$ cat src/rtl/cva6_l2_tlb_lookup_ctrl_pkg.sv
// Shared MMU types for the L2 TLB lookup controller: FSM states, requester ID
// and the registered response bundle.
package cva6_l2_tlb_lookup_ctrl_pkg;

  localparam int unsigned L2_ENTRY_W = 128;

  typedef enum logic [2:0] {
    IDLE,
    LOOKUP,
    WAIT_WALK_ACK,
    WALK,
    RESP
  } l2_lookup_state_e;

  typedef enum logic {
    REQ_I = 1'b0,
    REQ_D = 1'b1
  } l2_req_id_e;

  typedef struct packed {
    logic [L2_ENTRY_W-1:0] entry;
    logic                  err;
    logic                  from_l2;
    logic                  is_d;
  } l2_lookup_resp_t;

endpackage

$ cat src/rtl/cva6_rr_arb2.sv
// Two-way round-robin arbiter. The last-granted pointer only moves on a real
// grant, so gated-off cycles never skew fairness.
module cva6_rr_arb2
  import cva6_l2_tlb_lookup_ctrl_pkg::*;
(
  input  logic       clk,
  input  logic       rst,
  input  logic [1:0] req,
  input  logic       en,
  output logic [1:0] gnt,
  output l2_req_id_e gnt_id
);

  l2_req_id_e last;

  always_comb begin
    gnt_id = REQ_I;
    // D wins if it is alone, or on contention when I was served last
    if (req[1] && (!req[0] || last == REQ_I)) gnt_id = REQ_D;
    gnt[1] = en && req[1] && (gnt_id == REQ_D);
    gnt[0] = en && req[0] && (gnt_id == REQ_I);
  end

  always_ff @(posedge clk) begin
    if (rst)       last <= REQ_I;
    else if (|gnt) last <= gnt_id;
  end

endmodule

$ cat src/rtl/cva6_l2_tlb_lookup_ctrl.sv
// Serialises L1 ITLB/DTLB misses onto the shared L2 TLB, falls back to the
// PTW on an L2 miss, and squashes work on flush.
module cva6_l2_tlb_lookup_ctrl
  import cva6_l2_tlb_lookup_ctrl_pkg::*;
#(
  parameter int unsigned VADDR_W = 39,
  parameter int unsigned ENTRY_W = L2_ENTRY_W,
  parameter int unsigned ASID_W  = 16
) (
  input  logic               clk_i,
  input  logic               rst_i,
  input  logic               flush_i,
  input  logic               itlb_req_i,
  input  logic [VADDR_W-1:0] itlb_vaddr_i,
  output logic               itlb_gnt_o,
  input  logic               dtlb_req_i,
  input  logic [VADDR_W-1:0] dtlb_vaddr_i,
  output logic               dtlb_gnt_o,
  input  logic [ASID_W-1:0]  asid_i,
  output logic               l2_access_o,
  output logic [VADDR_W-1:0] l2_vaddr_o,
  output logic [ASID_W-1:0]  l2_asid_o,
  input  logic               l2_hit_i,
  input  logic [ENTRY_W-1:0] l2_entry_i,
  input  logic               l2_flushing_i,
  output logic               ptw_req_o,
  output logic [VADDR_W-1:0] ptw_vaddr_o,
  input  logic               ptw_ack_i,
  input  logic               ptw_done_i,
  input  logic [ENTRY_W-1:0] ptw_entry_i,
  input  logic               ptw_err_i,
  output logic               resp_valid_o,
  output logic               resp_is_d_o,
  output logic [ENTRY_W-1:0] resp_entry_o,
  output logic               resp_err_o,
  output logic               resp_from_l2_o,
  output logic               busy_o
);

  l2_lookup_state_e state, state_next;
  l2_lookup_resp_t  resp_q;
  l2_req_id_e       id_q, arb_id;
  logic [VADDR_W-1:0] vaddr_q, gnt_vaddr;
  logic [1:0]       arb_gnt;
  logic             granted, kill;

  cva6_rr_arb2 u_arb (
    .clk    (clk_i),
    .rst    (rst_i),
    .req    ({dtlb_req_i, itlb_req_i}),
    .en     (state == IDLE && !flush_i && !l2_flushing_i),
    .gnt    (arb_gnt),
    .gnt_id (arb_id)
  );

  assign granted   = |arb_gnt;
  assign gnt_vaddr = (arb_id == REQ_D) ? dtlb_vaddr_i : itlb_vaddr_i;

  always_ff @(posedge clk_i) begin
    if (rst_i) state <= IDLE;
    else       state <= state_next;
  end

  always_comb begin
    state_next = state;
    case (state)
      IDLE:          if (granted) state_next = LOOKUP;
      LOOKUP:        if (flush_i)       state_next = IDLE;
                     else if (l2_hit_i) state_next = RESP;
                     else               state_next = WAIT_WALK_ACK;
      // An ack racing a flush means the PTW owns a walk; follow it and kill the result
      WAIT_WALK_ACK: if (ptw_ack_i)    state_next = WALK;
                     else if (flush_i) state_next = IDLE;
      WALK:          if (ptw_done_i) state_next = (kill || flush_i) ? IDLE : RESP;
      RESP:          state_next = IDLE;
      default:       state_next = IDLE;
    endcase
  end

  always_comb begin
    itlb_gnt_o     = arb_gnt[0];
    dtlb_gnt_o     = arb_gnt[1];
    l2_access_o    = granted;
    l2_vaddr_o     = granted ? gnt_vaddr : '0;
    l2_asid_o      = granted ? asid_i : '0;
    ptw_req_o      = (state == WAIT_WALK_ACK);
    ptw_vaddr_o    = (state == WAIT_WALK_ACK) ? vaddr_q : '0;
    resp_valid_o   = (state == RESP);
    resp_is_d_o    = resp_valid_o && resp_q.is_d;
    resp_err_o     = resp_valid_o && resp_q.err;
    resp_from_l2_o = resp_valid_o && resp_q.from_l2;
    resp_entry_o   = resp_valid_o ? resp_q.entry[ENTRY_W-1:0] : '0;
    busy_o         = (state != IDLE);
  end

  // The ASID only matters on the lookup strobe, so it is not kept afterwards
  always_ff @(posedge clk_i) begin
    if (rst_i) begin
      vaddr_q <= '0;
      id_q    <= REQ_I;
      resp_q  <= '0;
      kill    <= 1'b0;
    end else begin
      if (granted) begin
        vaddr_q <= gnt_vaddr;
        id_q    <= arb_id;
      end
      if (state == LOOKUP && !flush_i && l2_hit_i)
        resp_q <= '{entry: L2_ENTRY_W'(l2_entry_i), err: 1'b0, from_l2: 1'b1,
                    is_d: (id_q == REQ_D)};
      if (state == WALK && ptw_done_i && !kill && !flush_i)
        resp_q <= '{entry: L2_ENTRY_W'(ptw_entry_i), err: ptw_err_i, from_l2: 1'b0,
                    is_d: (id_q == REQ_D)};
      if (state == WAIT_WALK_ACK && ptw_ack_i && flush_i)
        kill <= 1'b1;
      else if (state == WALK) begin
        if (ptw_done_i)   kill <= 1'b0;
        else if (flush_i) kill <= 1'b1;
      end
    end
  end

endmodule
$ cat config.mk
export PLATFORM = sky130hd
export DESIGN_NAME = cva6_l2_tlb_lookup_ctrl
export DESIGN_NICKNAME = d
export VERILOG_FILES = /design/src/rtl/cva6_l2_tlb_lookup_ctrl_pkg.sv /design/src/rtl/cva6_rr_arb2.sv /design/src/rtl/cva6_l2_tlb_lookup_ctrl.sv
export SDC_FILE = /design/constraint.sdc
export NUM_CORES = 1
export LEC_CHECK = 0
export BUFFER_PORTS_ARGS = -buffer_cell sky130_fd_sc_hd__buf_4
export CAP_MARGIN = 20
export CORE_AREA = 2 2 232 234
export CTS_CLUSTER_DIAMETER = 100
export DETAILED_ROUTE_END_ITERATION = 7
export DIE_AREA = 0 0 234 236
export GPL_TIMING_DRIVEN = 0
export MAX_ROUTING_LAYER = met4
export SYNTH_ARGS = -nofsm -noshare
export SYNTH_HDL_FRONTEND = slang
export SYNTH_SLANG_ARGS = --single-unit
$ cat constraint.sdc
create_clock -name clk_i -period 3.83 [get_ports clk_i]
set_clock_uncertainty 0.2 [all_clocks]
set_input_delay 0.383 -clock clk_i [delete_from_list [all_inputs] [get_ports clk_i]]
set_output_delay 0.383 -clock clk_i [all_outputs]
set_load 0.05 [all_outputs]
# [Word level (Yosys, flattened, before mapping)]
# Cells that the tools add are included.
[totals] reg_bits=175 input_bits=360 out_inout_bits=231 elab_cells=69
[op_classes] n_eq_ne=7 n_mux=20 n_bitwise=2 reduce_logical=32
[op_table] op="131-bit two-way mux" count=2
[op_table] op="128-bit two-way mux" count=1
[op_table] op="39-bit two-way mux" count=3
[op_table] op="3-bit two-way mux" count=7
[op_table] op="1-bit logical AND" count=17
[op_table] op="16-bit two-way mux" count=1
[op_table] op="3-bit one-hot mux with 4 select lines" count=1
[op_table] op="3-bit by 2-bit equality test with 1-bit output (second input constant)" count=2
[op_table] op="3-bit nonzero test" count=2
[op_table] op="1-bit two-way mux" count=5
[op_table] op="1-bit zero test" count=4
[op_table] op="2-bit inequality test (second input constant)" count=2
[op_table] op="2-bit nonzero test" count=2
[op_table] op="2-bit OR reduction" count=2
[op_table] op="3-bit by 1-bit equality test with 1-bit output (second input constant)" count=1
[op_table] op="3-bit equality test (second input constant)" count=1
[op_table] op="3-bit zero test" count=1
[op_table] op="3-bit by 2-bit inequality test with 1-bit output (second input constant)" count=1
[op_table] op="3-bit AND reduction" count=1
[op_table] op="1-bit logical OR" count=2
[op_table] op="1-bit inverter" count=2
[op_table] op="2-bit AND reduction" count=1

# [Longest topological paths before layout]
[depth] word_depth=9 depth_mapped=9

# [Hierarchy]
# A second synthesis with hierarchy kept.
[hier_totals] hier_cells=1191 area_unflattened_um2=10073.4
[modules_own_cells] module="cva6_l2_tlb_lookup_ctrl" instances=1 cells_per_inst=1182 area_per_inst_um2=9997.1 seq_area_each_um2=3503.4
[modules_own_cells] module="cva6_rr_arb2" instances=1 cells_per_inst=9 area_per_inst_um2=76.3 seq_area_each_um2=20.0

# [Worst setup path before layout]
# Ideal clock, no wire load.
[synth_path] kind="register -> output" from="register state[0]" to="output port l2_vaddr_o[0]" arrival_ns=2.118 t_required_ns=3.247 setup_slack_ns=1.129 stages_incl_launch_ff=8 path_buffers=4 cell_sequence="dfxtp_1 -> buf_2 -> or3_1 -> buf_2 -> nand2b_4 -> buf_6 -> clkbuf_1 -> nor2_1"
[synth_between] elab_chain_len=7
[synth_rtl] item="from (decl)" line_no="cva6_l2_tlb_lookup_ctrl.sv:40" source="l2_lookup_state_e state, state_next;"
[synth_rtl] item="from (signal assigned)" line_no="cva6_l2_tlb_lookup_ctrl.sv:61" source="else state <= state_next;"
[synth_rtl] item="3-bit zero test (*)" line_no="cva6_l2_tlb_lookup_ctrl.sv:51" source=".en (state == IDLE && !flush_i && !l2_flushing_i),"
[synth_rtl] item="1-bit logical AND (*) (2 in a row)" line_no="cva6_l2_tlb_lookup_ctrl.sv:51"
[synth_rtl] item="1-bit logical AND (on tied branches) (2 in a row)" line_no="cva6_rr_arb2.sv:21, cva6_rr_arb2.sv:20"
[synth_rtl] item="2-bit OR reduction (*)" line_no="cva6_l2_tlb_lookup_ctrl.sv:56" source="assign granted = |arb_gnt;"
[synth_rtl] item="39-bit two-way mux (*)" line_no="cva6_l2_tlb_lookup_ctrl.sv:84" source="l2_vaddr_o = granted ? gnt_vaddr : '0;"
[synth_rtl] item="to (decl)" line_no="cva6_l2_tlb_lookup_ctrl.sv:21" source="output logic [VADDR_W-1:0] l2_vaddr_o,"
# Every way passes the cells marked *; elsewhere a longest branch is shown, timed or not.

# [Final worst setup path]
[layout_path] from="register state[2]" to="output port resp_entry_o[72]"
[layout_between] elab_chain_len=2
[layout_rtl] item="3-bit equality test" line_no="cva6_l2_tlb_lookup_ctrl.sv:88" source="resp_valid_o = (state == RESP);"
[layout_rtl] item="128-bit two-way mux" line_no="cva6_l2_tlb_lookup_ctrl.sv:92" source="resp_entry_o = resp_valid_o ? resp_q.entry[ENTRY_W-1:0] : '0;"
[layout_rtl] item="to (decl)" line_no="cva6_l2_tlb_lookup_ctrl.sv:34" source="output logic [ENTRY_W-1:0] resp_entry_o,"
# No other way between the ends.

==> impl_metrics.toml <==
[floorplan]
chipWidth_um = 234
start_util = 0.166
row_count = 85
io_pins = 591
dieArea_sq_um = 55200
dieHeight_um = 236
core_region_area_sq_um = 53100

[critical_path]
required_ns = 3.25
path_delay_family = "buffers and inverters"
critPathCaptureType = "output pin"
crit_path_max_incr_delay_ns = 0.52
cp.depth = 5
r2r_start = "state[1]"
rrSetupSlack_ns = 0.54
r2r_cells = 8
path_max_fanout = 10
path_buf_inv = 3
crit_type = "flop to output pin"
worstSetupStartpointType = "flop"
path_cells = "nor3b_4 -> clkbuf_2 -> clkbuf_1 -> and2_1 -> buf_4"
cp.arrival_ns = 2.96
slowest_stage = "nor3b_4"
r2r_end = "resp_q[43]"

[global_route]
grt_use_total = 0.183
first_global_vias = 12200
grt_max_degree = 17
grt_pass1_wl_um = 72000
antenna_found_initial = 4
grt_overflow_total = 0

[timing]
timing.final.hold_violations = 0
setup_violations = 0
timing.final.ws_setup_ns = 0.289
layout_min_cycle_time_ns = 3.54
period_share = 0.924
max_slew_margin = 0.421
drv_slew = 0
rsz0062_at_grt = "false"
clock.fmax_ghz = 0.282
setup_tns_ns = 0
worstMarginPinSlew_ns = 0.869

[routing]
first_iter_violations = 448
routedWlPerCell_um = 19.0
drc_errors = 0
postRouteAntennaNets = 0
vias = 11700
wirelength_um = 51000
first_pass_iters = 5
via_per_inst = 4.37

[clocking]
clockBufferDepth = 2
post_cts_buffers = 0
numCtsBuffers = 17
clkTransAtPathRegs_ns = 0.07
clk_latency_ns = 0.48
clock_sinks = 175
htreeDepth = 4
cts_tree = "yes"
clockRootBuffer = "clkbuf_16"

[synthesis]
yosysWarnings = 0
postSynthAreaPerCell_sq_um = 7.78
synth_common_cells = "175 x dfxtp_1, 152 x nor2_1, 150 x and2_1"
synth_top_area_share = 0.397
synthesis.nets = 1495
synth_cell_types = 38
ys_ff_latch = 175
async_flop_share = 0
ys_top_cells_by_area = "dfxtp_1 40%, and2_1 11%, a211oi_1 9.2%"
yosysMostFrequentCell = "dfxtp_1"
syn_area_sq_um = 8830
yosys.area.top_type = "dfxtp_1"
ys_seq_area_frac = 0.397
syn_inst = 1135
synth-main-ff-cell = "dfxtp_1"
synth_edf_count = 0

[pwr]
power.internal_mw = 3.53
leakage_nw = 7.48
combPwrFrac = 0.287
pwr-share-seq = 0.377
p_sw_mw = 1.75
switching_share = 0.331
power_mw = 5.28
power.density_nw_per_um2 = 311
ir_worst_vdd_uv = 314
clkPwrFrac = 0.336

[placed_design]
place_area_sq_um = 14100
dp_hpwl_um = 39100
dp_slack_ns = 0.204
numPortBuffers = 589
gp_congestion = 0.876

[finish]
final_util = 0.320
drive_gt1_frac = 0.342
register_area_sq_um = 3500
fill_cells = 5590
multi_input_area_sq_um = 4800
final_area_sq_um = 17000
syn2layout_area_growth_pct = 92.4
nets = 2328

[worst_hold_path]
holdPathStages = 3
min_to = "resp_q[108]"
hp-class = "primary input to flop"
min_from = "l2_entry_i[105]"

[run_status]
status = "complete, no violations"

[flow_run]
max_cap_viol_count = 0
-- layout make-up --
| type | instances | area share |
|---|---|---|
| inverter | 3 | 0.000958 |
| sequential | 175 | 0.206 |
| timing repair buffer | 814 | 0.394 |
| tap | 696 | 0.0513 |
| multi-input combinational | 842 | 0.283 |
| buffer | 115 | 0.0306 |
| clock inverter | 13 | 0.00766 |
| clock buffer | 19 | 0.0261 |
| antenna | 5 | 0.000737 |
-- layer usage --
layer / vias up / part of all wire / global-route usage / wire length (um)
li1: 5591 / - / - / -
met1: 5448 / 0.39 / 0.191 / 19800
met2: 569 / 0.49 / 0.314 / 25100
met3: 100 / 0.074 / 0.0517 / 3760
met4: 0 / 0.045 / 0.0896 / 2320
met5: - / 0 / - / 0
-- through the flow --
stage               cells  hold slack (ns)
finish               2682           0.0483
global route         2679           0.0229
CTS                  2676         0.000697
detailed placement   2421            0.242
global placement     2420            0.235
floorplan            1135            0.227
-- cells in the final DEF, fill, tap and decap left out, drive strengths merged, types with 3 or more instances in the layout --
| cell | count |
|---|---|
| a211oi | 108 |
| a21oi | 133 |
| a22oi | 60 |
| and2 | 151 |
| and3 | 39 |
| buf | 639 |
| clkbuf | 86 |
| clkinv | 6 |
| clkinvlp | 3 |
| dfxtp | 175 |
| diode | 5 |
| dlygate4sd3 | 223 |
| inv | 6 |
| mux2i | 40 |
| nand2 | 132 |
| nor2 | 152 |
| nor2b | 3 |
| nor3 | 3 |
-- worst max path at each step --
stage / start / end
2_1_floorplan: state[0] / l2_vaddr_o[0]
3_3_place_gp: state[2] / resp_entry_o[72]
3_5_place_dp: state[2] / resp_entry_o[72]
4_1_cts: state[2] / resp_entry_o[72]
5_1_grt: state[2] / resp_entry_o[72]
6_report: state[2] / resp_entry_o[72]
-- tightest hold or removal path: cells and delay by family --
family | cells | cell delay (ns)
AO/OA/AOI/OAI | 2 | 0.22
buffers and inverters | 1 | 0.08
-- power groups by stage --
stage          clock [mW]  sequential (mW)  combinational, mW
6_report             1.77             1.99               1.52
2_1_floorplan           0             2.01              0.714
4_1_cts              1.85             1.99               1.51
3_3_place_gp            0             2.03               1.32
5_1_grt              1.90             2.00               1.62
3_5_place_dp            0             2.03               1.34
-- cell families after synthesis --
| family | after synthesis | synth area share |
|---|---|---|
| buffers and inverters | 118 | 0.0605 |
| muxes | 40 | 0.0454 |
| DFF | 175 | 0.397 |
| and+or+nand+nor | 491 | 0.270 |
| AOI/OAI and AO/OA | 311 | 0.227 |
-- state kept, by name (all words and copies together) (netlist names) --
signal / cells
id_q: 1
kill: 1
resp_q: 131
state: 3
vaddr_q: 39
-- timing repair --
action / CTS / global route
hold buffers: 223 / 0
gates resized for setup: 2 / 0
setup endpoints to repair: 80 / 0
endpoints found under the hold margin: 128 / 0
No activity file was read; power rests on OpenSTA's default activity.
